File: config.mk
export PLATFORM = sky130hd
export DESIGN_NAME = rv_scoreboard
export DESIGN_NICKNAME = d
export VERILOG_FILES = /design/src/rtl/rv_scoreboard.sv
export SDC_FILE = /design/constraint.sdc
export NUM_CORES = 1
export LEC_CHECK = 0
export CORE_ASPECT_RATIO = 2
export CORE_UTILIZATION = 45
export DETAILED_ROUTE_END_ITERATION = 10
export PLACE_DENSITY = 0.75
export SYNTH_ARGS = -nofsm -noshare
export SYNTH_HDL_FRONTEND = slang
export SYNTH_SLANG_ARGS = --single-unit
File: constraint.sdc
create_clock -name clk_i -period 2.8 [get_ports clk_i]
set_input_delay 0.28 -clock clk_i [delete_from_list [all_inputs] [get_ports clk_i]]
set_output_delay 0.28 -clock clk_i [all_outputs]
set_load 0.03 [all_outputs]
File: src/rtl/rv_scoreboard.sv
// rv_scoreboard: register-pending scoreboard for an in-order RISC-V pipeline.
// Tracks destinations of outstanding long-latency (mul/div) ops and raises
// stall/bubble on RAW, WAW, load-use and structural hazards at decode.
// Optional feature macro: SCOREBOARD_PERF_EN adds a saturating stall-cycle
// counter on output stall_cnt_o.
module rv_scoreboard #(
    parameter int MAX_OUT = 4
) (
    input  logic        clk_i,
    input  logic        rst_i,
    input  logic        ID_valid_i,
    input  logic [4:0]  ID_rs1_i,
    input  logic [4:0]  ID_rs2_i,
    input  logic        ID_use_rs1_i,
    input  logic        ID_use_rs2_i,
    input  logic [4:0]  ID_rd_i,
    input  logic        ID_reg_write_i,
    input  logic        ID_long_i,
    input  logic        EX_mem_read_i,
    input  logic [4:0]  EX_rd_i,
    input  logic        long_done_i,
    input  logic [4:0]  long_rd_i,
    input  logic        flush_i,
    output logic        stall_o,
    output logic        bubble_o,
    output logic [31:0] pending_o,
    output logic        busy_o,
`ifdef SCOREBOARD_PERF_EN
    output logic [31:0] stall_cnt_o,
`endif
    output logic        err_o
);

    localparam logic [2:0] MaxOutC = 3'(MAX_OUT);

    logic [31:0] pending_q, pending_d;
    logic [2:0]  count_q, count_d;
    logic        err_q, err_d;

    logic rawHaz, wawHaz, loadUseHaz, structHaz;
    logic issue, doneOk, doneBad;

    // Hazard detection from decode inputs and registered scoreboard state only
    always_comb begin
        rawHaz     = (ID_use_rs1_i && (ID_rs1_i != 5'd0) && pending_q[ID_rs1_i]) ||
                     (ID_use_rs2_i && (ID_rs2_i != 5'd0) && pending_q[ID_rs2_i]);
        wawHaz     = ID_reg_write_i && (ID_rd_i != 5'd0) && pending_q[ID_rd_i];
        loadUseHaz = EX_mem_read_i && (EX_rd_i != 5'd0) &&
                     ((ID_use_rs1_i && (ID_rs1_i == EX_rd_i)) ||
                      (ID_use_rs2_i && (ID_rs2_i == EX_rd_i)));
        structHaz  = ID_long_i && (count_q == MaxOutC);
        stall_o    = ID_valid_i && !flush_i && (rawHaz || wawHaz || loadUseHaz || structHaz);
        bubble_o   = stall_o;
    end

    // Classify this cycle's issue and completion events
    always_comb begin
        issue   = ID_valid_i && !stall_o && !flush_i && ID_long_i;
        // A completion is legitimate only if something is outstanding and,
        // for a real destination, that register is actually marked pending.
        doneBad = long_done_i &&
                  ((count_q == 3'd0) || ((long_rd_i != 5'd0) && !pending_q[long_rd_i]));
        doneOk  = long_done_i && !doneBad;
    end

    // Next-state for pending vector, outstanding count and sticky error
    always_comb begin
        pending_d = pending_q;
        count_d   = count_q;
        err_d     = err_q;
        if (doneOk && (long_rd_i != 5'd0)) begin
            pending_d[long_rd_i] = 1'b0;
        end
        // Issue to a still-pending rd is blocked by WAW, so set after clear is safe
        if (issue && ID_reg_write_i && (ID_rd_i != 5'd0)) begin
            pending_d[ID_rd_i] = 1'b1;
        end
        pending_d[0] = 1'b0;
        case ({issue, doneOk})
            2'b10:   count_d = count_q + 3'd1;
            2'b01:   count_d = count_q - 3'd1;
            default: count_d = count_q;
        endcase
        if (doneBad) begin
            err_d = 1'b1;
        end
    end

    // Scoreboard state registers; reset discards all in-flight tracking
    always_ff @(posedge clk_i or posedge rst_i) begin
        if (rst_i) begin
            pending_q <= 32'd0;
            count_q   <= 3'd0;
            err_q     <= 1'b0;
        end else begin
            pending_q <= pending_d;
            count_q   <= count_d;
            err_q     <= err_d;
        end
    end

    assign pending_o = pending_q;
    assign busy_o    = (count_q != 3'd0);
    assign err_o     = err_q;

`ifdef SCOREBOARD_PERF_EN
    logic [31:0] stall_cnt_q;

    // Count stalled cycles, sticking at all-ones rather than wrapping
    always_ff @(posedge clk_i or posedge rst_i) begin
        if (rst_i) begin
            stall_cnt_q <= 32'd0;
        end else if (stall_o && (stall_cnt_q != 32'hFFFF_FFFF)) begin
            stall_cnt_q <= stall_cnt_q + 32'd1;
        end
    end

    assign stall_cnt_o = stall_cnt_q;
`endif

endmodule

* Word level (Yosys, flattened, before mapping)
Index checks and enable logic that the tools add are counted.
** Cells by class
- Add/subtract/negate cells :: 2
- $lt $le $gt $ge :: 6
- Equality and inequality tests :: 5
- Multiplexer cells :: 15
- Bitwise logic cells :: 3
- Reduce and logical (&&, ||, !) cells :: 42
** Operators by type and width (number)
- two-way mux 32 bit :: 2
- bitwise AND 32 bit :: 1
- NOT 32 bit :: 1
- OR 32 bit :: 1
- nonzero test 5 bit :: 5
- logical AND 1 bit :: 24
- less-than comparator 5 x 6 -> 1 bit (second input constant) :: 4
- binary-select mux 1 bit (select 5 bit) :: 4
- demux 1 bit (select 5 bit) :: 2
- == test 5 bit :: 2
- greater-or-equal comparator 5 x 1 -> 1 bit (second input constant) :: 2
- logical OR 1 bit :: 6
- two-way mux 1 bit :: 6
- case mux 3 bit (2 select lines) :: 1
- logical NOT 1 bit :: 4
- adder 3 x 1 -> 3 bit (second input constant) :: 1
- == test 3 bit (second input constant) :: 1
- logical NOT 3 bit :: 1
- nonzero test 3 bit :: 1
- subtractor 3 x 1 -> 3 bit (second input constant) :: 1
- == test 2 x 1 -> 1 bit (second input constant) :: 1
- == test 2 bit (second input constant) :: 1
- nonzero test 2 bit :: 1
** Word-level totals
- Register bits after elaboration :: 35
- Input bits :: 35
- Output and inout bits :: 36
- Logic and storage cells :: 76

* Depth between registers and ports, before layout
Gate-level depths: netlist of the first run.
- Word-level depth :: 15
- Gate-level depth with buffers :: 14
- Gate-level depth less buffers :: 12

* Worst setup path after synthesis of the first run
Ideal clock, no wire load.
- Path kind :: register to register
- Start :: reg pending_q[21] (netlist: pending_o[21])
- End :: reg count_q[2]
- Setup time :: 125 ps
- Data arrival time :: 2839 ps
- Required time :: 2675 ps
- Slack :: -164 ps
- Cell stages (with the launch flop) :: 13
- Path buffers :: 0
- Period minus slack after synthesis :: 2964 ps
- Cells stage by stage :: dfrtp_1 mux4_2 nor2b_1 a211o_1 a22oi_2 nand3_4 or3_1 ha_1 inv_1 fa_1 xor2_1 nor2_1 xor2_1
** Between the ends
- Longest elaborated chain between the ends :: 14
- Elaborated cells between the ends (all ways) :: 30
** Ends and longest elaborated chain
- start, declared :: line 36 : logic [31:0] pending_q, pending_d;
- start signal, assigned :: line 96 : pending_q <= pending_d;
- binary-select mux 1 bit (select 5 bit), on equally long branches :: line 45, 46
- two-way mux 1 bit, on equally long branches :: line 45, 46
- logical AND 1 bit, on equally long branches :: line 45, 46
- logical OR 1 bit :: line 45 : rawHaz = (ID_use_rs1_i && (ID_rs1_i != 5'd0) && pending_q[ID_rs1_i]) ||
- logical OR 1 bit (3 in a row) :: line 52 : stall_o = ID_valid_i && !flush_i && (rawHaz || wawHaz || loadUseHaz || structHaz);
- logical AND 1 bit :: line 52
- logical NOT 1 bit :: line 58 : issue = ID_valid_i && !stall_o && !flush_i && ID_long_i;
- logical AND 1 bit (3 in a row) :: line 58
- == test 2 x 1 -> 1 bit or == test 2 bit (tied branches) :: line 79 : case ({issue, doneOk})
- case mux 3 bit (2 select lines) or nonzero test 2 bit (tied branches)
- end signal, assigned :: line 97 : count_q <= count_d;
- end, declared :: line 37 : logic [2:0] count_q, count_d;
Parallel ways exist; a longest one is shown, timed or not. The select of a mux whose other input is x is not followed.
A chain may end at the register's enable or synchronous reset.

* Final worst setup path of the first run
- Start :: reg pending_q[20] (netlist: pending_o[20])
- End :: reg count_q[1]
The elaborated chain is that of the path after synthesis.

==> flow_metrics.py, run 1 <==
metrics = {
    "outcome": {
        "status": "finished, violations left",
        "violations": "negative setup slack",
    },
    "worst_setup_path": {
        "cp-start-kind": "flop",
        "crit_chain": "mux4_2, nor2b_1, a211o_1, a22oi_2, nand3_4, or3_4, ha_4, inv_2, fa_2, mux2i_1",
        "slowest_delay_ns": 0.45,
        "crit_slowest_cell": "mux4_2",
        "timing.rr.start": "pending_o[20]",
        "critPathBufInv": 1,
        "path_delay_family": "simple AND/OR/NAND/NOR gates",
        "critPathLaunch": "pending_o[20]",
        "worstPathMaxFanout": 3,
        "end_kind": "flop",
        "cp.arrival_ns": 3.11,
        "critPathRequiredTime_ns": 3.00,
        "critPathKind": "flop to flop",
    },
    "clock_network": {
        "cts_buffers": 5,
        "cts_sinks": 35,
        "root_buffer": "clkbuf_16",
        "cts_max_level": 2,
        "cts.clk_slew.worst_paths_ns": 0.06,
        "cts.path.max_buffers": 2,
        "cts_tree": "yes",
        "clock_latency_ns": 0.29,
    },
    "synthesis": {
        "synth-seq-cells": 35,
        "synthArstFlopShare": 1.000,
        "synth_area_leaders": "dfrtp_1, o41ai_1, mux4_2",
        "ys.flop_type": "dfrtp_1",
        "synth_top_area_frac": 0.2662,
        "syn_nets": 367,
        "syn_inst": 330,
        "avgSynthCellArea_um2": 9.972,
        "synth_area_mm2": 0.003291,
        "yosysWarnings": 0,
        "synth.yosys.seq_area_share": 0.2662,
        "yosysUniqueCellTypes": 60,
        "synth_top_area_cell": "dfrtp_1",
        "synth_edf_count": 0,
    },
    "worst_hold_path": {
        "hp-class": "input pin to asynchronous set/reset pin",
    },
    "route": {
        "drc": 0,
        "ant_nets": 0,
        "wl_mm": 14.68,
        "first_pass_iters": 5,
        "routed-via-count": 3878,
        "vias_per_cell": 6.792,
        "first_iter_violations": 358,
        "wl_per_cell_um": 25.71,
    },
    "placement": {
        "gp_congestion": 1.066,
        "place_hpwl_mm": 10.91,
        "io_buffers": 69,
        "place_ws_ns": -0.6518,
    },
    "floorplanning": {
        "die_h_um": 122.9,
        "rows": 43,
        "start_util": 0.4705,
        "die_x_um": 62.47,
        "ioPinCount": 71,
        "coreArea_mm2": 0.006994,
        "dieArea_mm2": 0.007679,
    },
    "global_route": {
        "grt_pass1_wl_mm": 22.03,
        "grt_pass1_vias": 3939,
        "antenna_found_initial": 0,
        "groute.usage.overall": 0.3948,
        "grt_max_degree": 33,
        "grt-ovfl-total": 0,
    },
    "power": {
        "intPower_mw": 1.391,
        "p_leak_nw": 2.108,
        "pwr-share-clk": 0.300,
        "power_density_mw_per_mm2": 427.7,
        "p_comb_frac": 0.409,
        "switching_share": 0.3554,
        "ir_drop_uv": 447.8,
        "p_seq_frac": 0.291,
        "switchingPower_uw": 767.0,
    },
    "timing": {
        "clock_skew_ns": 0.004234,
        "clock.fmax_ghz": 0.3437,
        "layout_min_cycle_time_ns": 2.909,
        "setup_ws_ns": -0.1094,
        "setup_tns_ns": -0.3152,
        "slew-limit-headroom": 0.6349,
        "rsz0062_at_grt": "yes",
        "drv_slew": 0,
        "worstMarginPinSlew_ns": 0.5462,
        "post-route-period-util": 1.039,
        "setup_viol": 4,
        "hold_viol": 0,
    },
    "flow_run": {
        "drv_cap": 0,
    },
    "cells_and_area": {
        "fin_nets": 517,
        "drive_gt1_frac": 0.3451,
        "area_delta_synth_final_pct": 53.35,
        "diodes": 0,
    },
}
## per-stage QoR
stage	hold slack, ns	area, µm²	power, mW	std cells	util
after detailed placement	0.4604	4681	1.416	556	0.6692
after CTS	0.1686	4949	2.085	566	0.7075
after global routing	0.1849	5046	2.224	571	0.7215
after floorplan	0.3969	3306	1.050	330	-
final	0.1724	5046	2.158	571	0.7215
after global placement	0.4456	4681	1.399	556	0.6692
## power by group through the flow
stage	logic, mW	registers [mW]	clock network (mW)
after detailed placement	0.787	0.629	0
after CTS	0.811	0.620	0.653
after global placement	0.773	0.626	0
after floorplan	0.380	0.670	0
after global routing	0.922	0.630	0.672
final	0.883	0.628	0.647
## worst reg2reg max path, delay by kind of cell (launching register included)
family / cells / cell delay, ns
AO/OA/AOI/OAI: 2 / 0.49
buffers and inverters: 1 / 0.05
adder cells (fa/ha/maj): 2 / 0.58
AND/OR/NAND/NOR: 3 / 0.65
flip-flops: 1 / 0.44
multiplexers: 2 / 0.60
## Yosys cell counts (all sizes together), types with 8 or more instances
cell type	n
buf	25
dfrtp	35
o21ai	8
o41ai	33
nand3	13
nor2	13
nand2b	9
clkbuf	8
nand2	23
o31ai	25
mux4	18
mux2i	26
nor2b	8
xnor2	11
or3	8
inv	9
## flip-flops by register name, summed over array words and instances, names as in the netlist
name       flops
pending_o     31
count_q        3
err_o          1
## cell type report
cell class | count | area, µm²
Multi-Input combinational cell | 253 | 2258
Fill cell | 538 | 1948
Clock buffer | 5 | 125.1
Clock inverter | 3 | 43.79
Inverter | 9 | 33.78
Timing Repair Buffer | 176 | 1583
Tap cell | 90 | 112.6
Sequential cell | 35 | 889.6
## timing repair
item | in CTS | in global routing
hold buffers | 0 | 0
setup endpoints to repair | 6 | 5
pin swaps | 9 | 7
cloned | 1 | 1
resized for setup | 21 | 12
setup buffers | 1 | 4
## per-layer routing
metal | vias to the layer above | global-route usage | share of wire
met2 | 307 | 0.6807 | 0.50
met3 | 115 | 0.09041 | 0.096
met5 | - | 0 | 0
met1 | 1825 | 0.3892 | 0.31
met4 | 0 | 0.3590 | 0.099
li1 | 1631 | - | -
## cell families (layout without fill, tap and decap cells)
| logic type | after synthesis | in the layout | synth area share |
|---|---|---|---|
| flip-flops | 35 | 35 | 0.2662 |
| other | 1 | 1 | 0.001140 |
| adder cells (fa/ha/maj) | 2 | 2 | 0.009886 |
| AO/OA/AOI/OAI | 94 | 94 | 0.2297 |
| AND/OR/NAND/NOR | 95 | 95 | 0.1605 |
| multiplexers | 48 | 48 | 0.2228 |
| XOR/XNOR | 13 | 13 | 0.03460 |
| buffers and inverters | 42 | 193 | 0.07528 |
## worst paths after layout
check,to,slack [ns],cells after the start
max,count_q[1],-0.11,10
min,err_o,0.17,2
max reg2reg,count_q[1],-0.11,10
min reg2reg,err_o,0.47,1
max in group asynchronous,pending_o[27],2.13,3
min in group clk_i,err_o,0.47,1
## cell usage in the layout, fill, tap and decap left out, types with 7 or more instances in the layout
| cell type | instances |
|---|---|
| nor2_1 | 12 |
| o41ai_1 | 32 |
| inv_1 | 8 |
| nand2b_1 | 9 |
| mux2i_1 | 24 |
| buf_4 | 99 |
| clkdlybuf4s50_1 | 60 |
| dfrtp_2 | 11 |
| nor2b_1 | 8 |
| or3_1 | 7 |
| nand3_1 | 12 |
| o31ai_1 | 25 |
| xnor2_1 | 11 |
| dfrtp_1 | 24 |
| mux4_2 | 13 |
| o21ai_1 | 7 |
| nand2_1 | 23 |
Power figures use the tool's default switching activity.
==> inputs of run 2 (changes only) <==
- CELL_PAD_IN_SITES_DETAIL_PLACEMENT: unset -> 2
- CELL_PAD_IN_SITES_GLOBAL_PLACEMENT: unset -> 2
- CORE_UTILIZATION: 45 -> 29
- PLACE_DENSITY: 0.75 -> unset
- PLACE_DENSITY_LB_ADDON: unset -> 0.1
==> run 2 against run 1 <==
Compared with the run above:
- the run still ends with negative setup slack left
- worst hold slack better by 0.23 ns
- sequential share of layout area is 0.20 points lower
- global-route usage is 9.7 points lower
- first-iteration DRC count is 37% lower
- cell count is 8.2% higher
- clock power is 6.2% lower
- combinational power is 0.9% higher
- critical path type unchanged
- highest routed layer unchanged
==> flow_metrics.py, run 2 (synthesized netlist as in run 1, its figures left out) <==
metrics = {
    "cells_and_area": {
        "drive_gt1_frac": 0.3375,
        "final_common_cell": "buf_4",
        "post-route-util": 0.4642,
        "area_delta_synth_final_pct": 54.41,
        "final_cell_mix": "buf_4, clkdlybuf4s50_1, dfrtp_1",
        "fin_nets": 513,
        "largest_reg_flops": 31,
        "final-instance-count-excl-fill": 618,
    },
    "timing": {
        "clock_skew_ns": 0.003520,
        "slew-limit-headroom": 0.5943,
        "drv_slew": 0,
        "whs_ns": 0.4073,
        "worstMarginPinSlew_ns": 0.6040,
        "clock.fmax_ghz": 0.3304,
        "rsz0062_at_grt": "yes",
        "post-route-period-util": 1.081,
        "setup_ws_ns": -0.2266,
        "setup_tns_ns": -0.7915,
        "hold_viol": 0,
        "layout_min_cycle_time_ns": 3.027,
        "setup_viol": 5,
    },
    "floorplanning": {
        "ioPinCount": 71,
        "start_util": 0.3006,
        "coreArea_mm2": 0.01095,
        "dieArea_mm2": 0.01180,
        "die_h_um": 152.6,
        "die_x_um": 77.32,
        "rows": 54,
    },
    "clock_network": {
        "root_buffer": "clkbuf_16",
        "cts_buffers": 5,
        "clock_latency_ns": 0.29,
        "cts.clk_slew.worst_paths_ns": 0.06,
        "cts_sinks": 35,
        "cts-hold-fix-buffers": 0,
        "cts.path.max_buffers": 2,
        "cts_max_level": 2,
        "cts_tree": "yes",
    },
    "global_route": {
        "groute.usage.overall": 0.2976,
        "grt_pass1_wl_mm": 25.76,
        "grt_pass1_vias": 4155,
        "grt-ovfl-total": 0,
        "antenna_found_initial": 1,
        "grt_max_degree": 36,
    },
    "worst_setup_path": {
        "cp-start-kind": "flop",
        "critPathRequiredTime_ns": 3.01,
        "end_kind": "flop",
        "worstPathMaxFanout": 3,
        "critPathKind": "flop to flop",
        "r2r_setup_slack_ns": -0.23,
        "cp.arrival_ns": 3.24,
    },
    "placement": {
        "place_ws_ns": -0.7497,
        "dp_cells": 604,
        "io_buffers": 69,
        "place_hpwl_mm": 12.99,
        "gp_congestion": 0.8800,
    },
    "route": {
        "ant_nets": 0,
        "first_iter_violations": 225,
        "first_pass_iters": 4,
        "wl_per_cell_um": 27.51,
        "vias_per_cell": 6.016,
        "routed-via-count": 3718,
        "wl_mm": 17.00,
        "drc": 0,
    },
    "power": {
        "intPower_mw": 1.351,
        "p_leak_nw": 2.110,
        "switchingPower_uw": 781.1,
        "p_seq_frac": 0.298,
        "p_comb_frac": 0.418,
        "pwr-share-clk": 0.284,
        "switching_share": 0.3663,
        "power_density_mw_per_mm2": 419.6,
        "ir_drop_uv": 464.4,
    },
    "flow_run": {
        "drv_cap": 0,
    },
    "worst_hold_path": {
        "hp-class": "input pin to asynchronous set/reset pin",
    },
    "outcome": {
        "status": "finished, violations left",
        "violations": "negative setup slack",
    },
}
run 2: through the flow:
stage / total power, mW / cell area [µm²]
final: 2.132 / 5081
after global routing: 2.213 / 5081
after CTS: 2.125 / 5010
after detailed placement: 1.453 / 4741
after global placement: 1.426 / 4741
after floorplan: 1.050 / 3306
run 2: layout make-up:
cell class	count	area (µm²)
clock buffer	8	156.4
sequential	35	885.9
antenna	1	2.502
timing repair buffer	172	1544
tap	140	175.2
inverter	9	33.78
multi-input combinational	253	2283
fill	1164	5864
run 2: worst paths after layout:
path,start,endpoint,cells after the start
min in group clk_i,err_o,err_o,1
worst min-delay path,rst_i,pending_o[15],3
worst min register to register,err_o,err_o,1
max in group asynchronous,rst_i,pending_o[22],3
worst max register to register,pending_o[17],count_q[1],10
worst max-delay path,pending_o[17],count_q[1],10
run 2: power by group through the flow:
stage	sequential (mW)	combinational [mW]	clock (mW)
finish	0.635	0.891	0.607
CTS	0.633	0.877	0.614
detailed placement	0.642	0.811	0
global route	0.638	0.938	0.637
floorplan	0.670	0.380	0
global placement	0.638	0.788	0
run 2: critical path: stages, from the launching register on:
cell	delay, ns
dfrtp_2	0.46
mux4_2	0.51
nor2b_4	0.16
a211o_1	0.27
a22oi_2	0.22
nand3_4	0.13
or3_4	0.40
ha_4	0.18
inv_2	0.06
fa_2	0.43
mux2i_1	0.14
run 2: layer usage:
metal,wire (µm),up-vias,part of all wire,track usage
met5,0,-,0,0
met4,1133,0,0.067,0.1896
met3,858,52,0.050,0.05389
met2,9059,162,0.53,0.5352
met1,5949,1892,0.35,0.3095
li1,-,1612,-,-
run 2: timing repair:
item,CTS,global route
setup buffers,3,1
gates cloned,1,0
endpoints found under the setup margin,9,5
pin swaps,2,0
resized for setup,19,11
endpoints found under the hold margin,0,0
==> inputs of run 3 (changes only) <==
- SKIP_LAST_GASP: unset -> 1
==> run 3 against run 2 <==
Compared with the run above:
- the run still ends with negative setup slack left
- global-route usage is the same
- via count shrank 1.2%
- sequential power is essentially flat
- utilization shrank 0.31 points
- largest cell class unchanged
- total power shrank 0.33%
- sequential cell count is the same
- cell count is the same
- count of clock-buffer cells in the layout is the same
==> flow_metrics.py, run 3 (synthesized netlist as in run 1, its figures left out) <==
metrics = {
    "global_route": {
        "grt_pass1_vias": 4154,
        "grt_pass1_wl_mm": 25.76,
        "groute.usage.overall": 0.2976,
        "grt-ovfl-total": 0,
        "grt_max_degree": 36,
        "antenna_found_initial": 1,
    },
    "timing": {
        "post-route-period-util": 1.073,
        "setup_viol": 4,
        "layout_min_cycle_time_ns": 3.004,
        "rsz0062_at_grt": "yes",
        "hold_viol": 0,
        "clock_skew_ns": 0.004471,
        "slew-limit-headroom": 0.5887,
        "worstMarginPinSlew_ns": 0.6123,
        "whs_ns": 0.4084,
        "setup_ws_ns": -0.2036,
        "drv_slew": 0,
        "clock.fmax_ghz": 0.3329,
    },
    "power": {
        "power_density_mw_per_mm2": 421.0,
        "pwr-share-clk": 0.285,
        "p_leak_nw": 2.091,
        "intPower_mw": 1.349,
        "switchingPower_uw": 776.3,
        "p_comb_frac": 0.416,
        "p_seq_frac": 0.299,
        "switching_share": 0.3653,
        "ir_drop_uv": 483.8,
    },
    "clock_network": {
        "cts.path.max_buffers": 2,
        "cts_tree": "yes",
        "cts_sinks": 35,
        "cts_max_level": 2,
        "clock_latency_ns": 0.29,
        "cts-hold-fix-buffers": 0,
        "cts_buffers": 5,
        "cts.clk_slew.worst_paths_ns": 0.06,
        "root_buffer": "clkbuf_16",
    },
    "cells_and_area": {
        "fill_cells": 1173,
        "drive_gt1_frac": 0.3291,
        "largest_reg_flops": 31,
        "area_delta_synth_final_pct": 53.38,
        "fin_nets": 513,
        "final_common_cell": "buf_4",
        "final_cell_mix": "buf_4, clkdlybuf4s50_1, o41ai_1",
    },
    "worst_setup_path": {
        "reg2reg_to": "count_q[1]",
        "worstPathMaxFanout": 3,
        "crit_chain": "mux4_2, nor2b_4, a211o_1, a22oi_2, nand3_4, or3_4, ha_4, inv_2, fa_2, mux2i_1",
        "crit_slowest_cell": "mux4_2",
        "timing.rr.start": "pending_o[17]",
        "critPathRequiredTime_ns": 3.01,
        "r2r_setup_slack_ns": -0.20,
        "worst_r2r_path_depth": 10,
        "end_kind": "flop",
        "cp.arrival_ns": 3.22,
        "cp-start-kind": "flop",
        "critPathKind": "flop to flop",
        "slowest_delay_ns": 0.51,
    },
    "floorplanning": {
        "start_util": 0.3006,
        "die_h_um": 152.6,
        "coreArea_mm2": 0.01095,
        "ioPinCount": 71,
        "die_x_um": 77.32,
        "dieArea_mm2": 0.01180,
        "rows": 54,
    },
    "outcome": {
        "violations": "negative setup slack",
        "status": "finished, violations left",
    },
    "placement": {
        "place_ws_ns": -0.7497,
        "io_buffers": 69,
        "place_hpwl_mm": 12.99,
        "gp_congestion": 0.8800,
    },
    "route": {
        "first_pass_iters": 4,
        "vias_per_cell": 5.947,
        "drc": 0,
        "wl_per_cell_um": 27.44,
        "first_iter_violations": 203,
        "routed-via-count": 3675,
        "ant_nets": 0,
        "wl_mm": 16.96,
    },
    "flow_run": {
        "drv_cap": 0,
    },
    "worst_hold_path": {
        "hp-class": "input pin to asynchronous set/reset pin",
    },
}
[run 3: worst max-delay path: cells and delay by family, from the launching register on]
family	cells	cell delay (ns)
DFF	1	0.45
muxes	2	0.65
adders and majority gates	2	0.60
AOI/OAI and AO/OA	2	0.50
buffers and inverters	1	0.05
and+or+nand+nor	3	0.66
[run 3: repair_timing]
| action | 4_1_cts | 5_1_grt |
|---|---|---|
| pin swaps | 2 | 0 |
| setup buffers | 3 | 1 |
| cloned | 1 | 0 |
| endpoints found under the setup margin | 9 | 5 |
| resized for setup | 17 | 8 |
[run 3: worst max-delay path by stage]
stage	from	end	slack (ns)	cells after the start
floorplan	pending_o[21]	count_q[2]	-0.09	12
global placement	ID_rs1_i[0]	count_q[2]	-0.65	14
detailed placement	ID_rs1_i[0]	count_q[2]	-0.75	14
CTS	pending_o[21]	count_q[1]	-0.21	10
global route	pending_o[21]	count_q[2]	-0.35	12
finish	pending_o[17]	count_q[1]	-0.20	10
[run 3: final cells by class]
cell class / instances / area (µm²) / area share
Tap cell: 140 / 175.2 / 0.03471
Inverter: 9 / 33.78 / 0.006693
Multi-Input combinational cell: 253 / 2253 / 0.4465
Timing Repair Buffer: 172 / 1540 / 0.3052
Antenna cell: 1 / 2.502 / 0.0004958
Clock buffer: 8 / 156.4 / 0.03099
Sequential cell: 35 / 885.9 / 0.1755
[run 3: through the flow]
stage,utilization,total power [mW],TNS (ns),cells,area (µm²)
after floorplan,-,1.050,-0.1601,330,3306
after global placement,0.4331,1.426,-6.341,604,4741
after detailed placement,0.4331,1.453,-9.851,604,4741
after CTS,0.4567,2.122,-0.4520,616,4999
after global routing,0.4611,2.206,-1.236,618,5047
final,0.4611,2.125,-0.6874,618,5047
[run 3: per-layer routing]
layer / vias up / global-route usage / wire length (µm)
met1: 1866 / 0.3099 / 5958
met3: 48 / 0.05389 / 859
li1: 1609 / - / -
met2: 152 / 0.5348 / 9045
met4: 0 / 0.1896 / 1094
met5: - / 0 / 0
[run 3: power by group through the flow]
stage	clock, mW	sequential [mW]	combinational (mW)
after floorplan	0	0.670	0.380
after global placement	0	0.638	0.788
after detailed placement	0	0.642	0.811
after CTS	0.614	0.633	0.874
after global routing	0.637	0.638	0.932
final	0.605	0.635	0.884
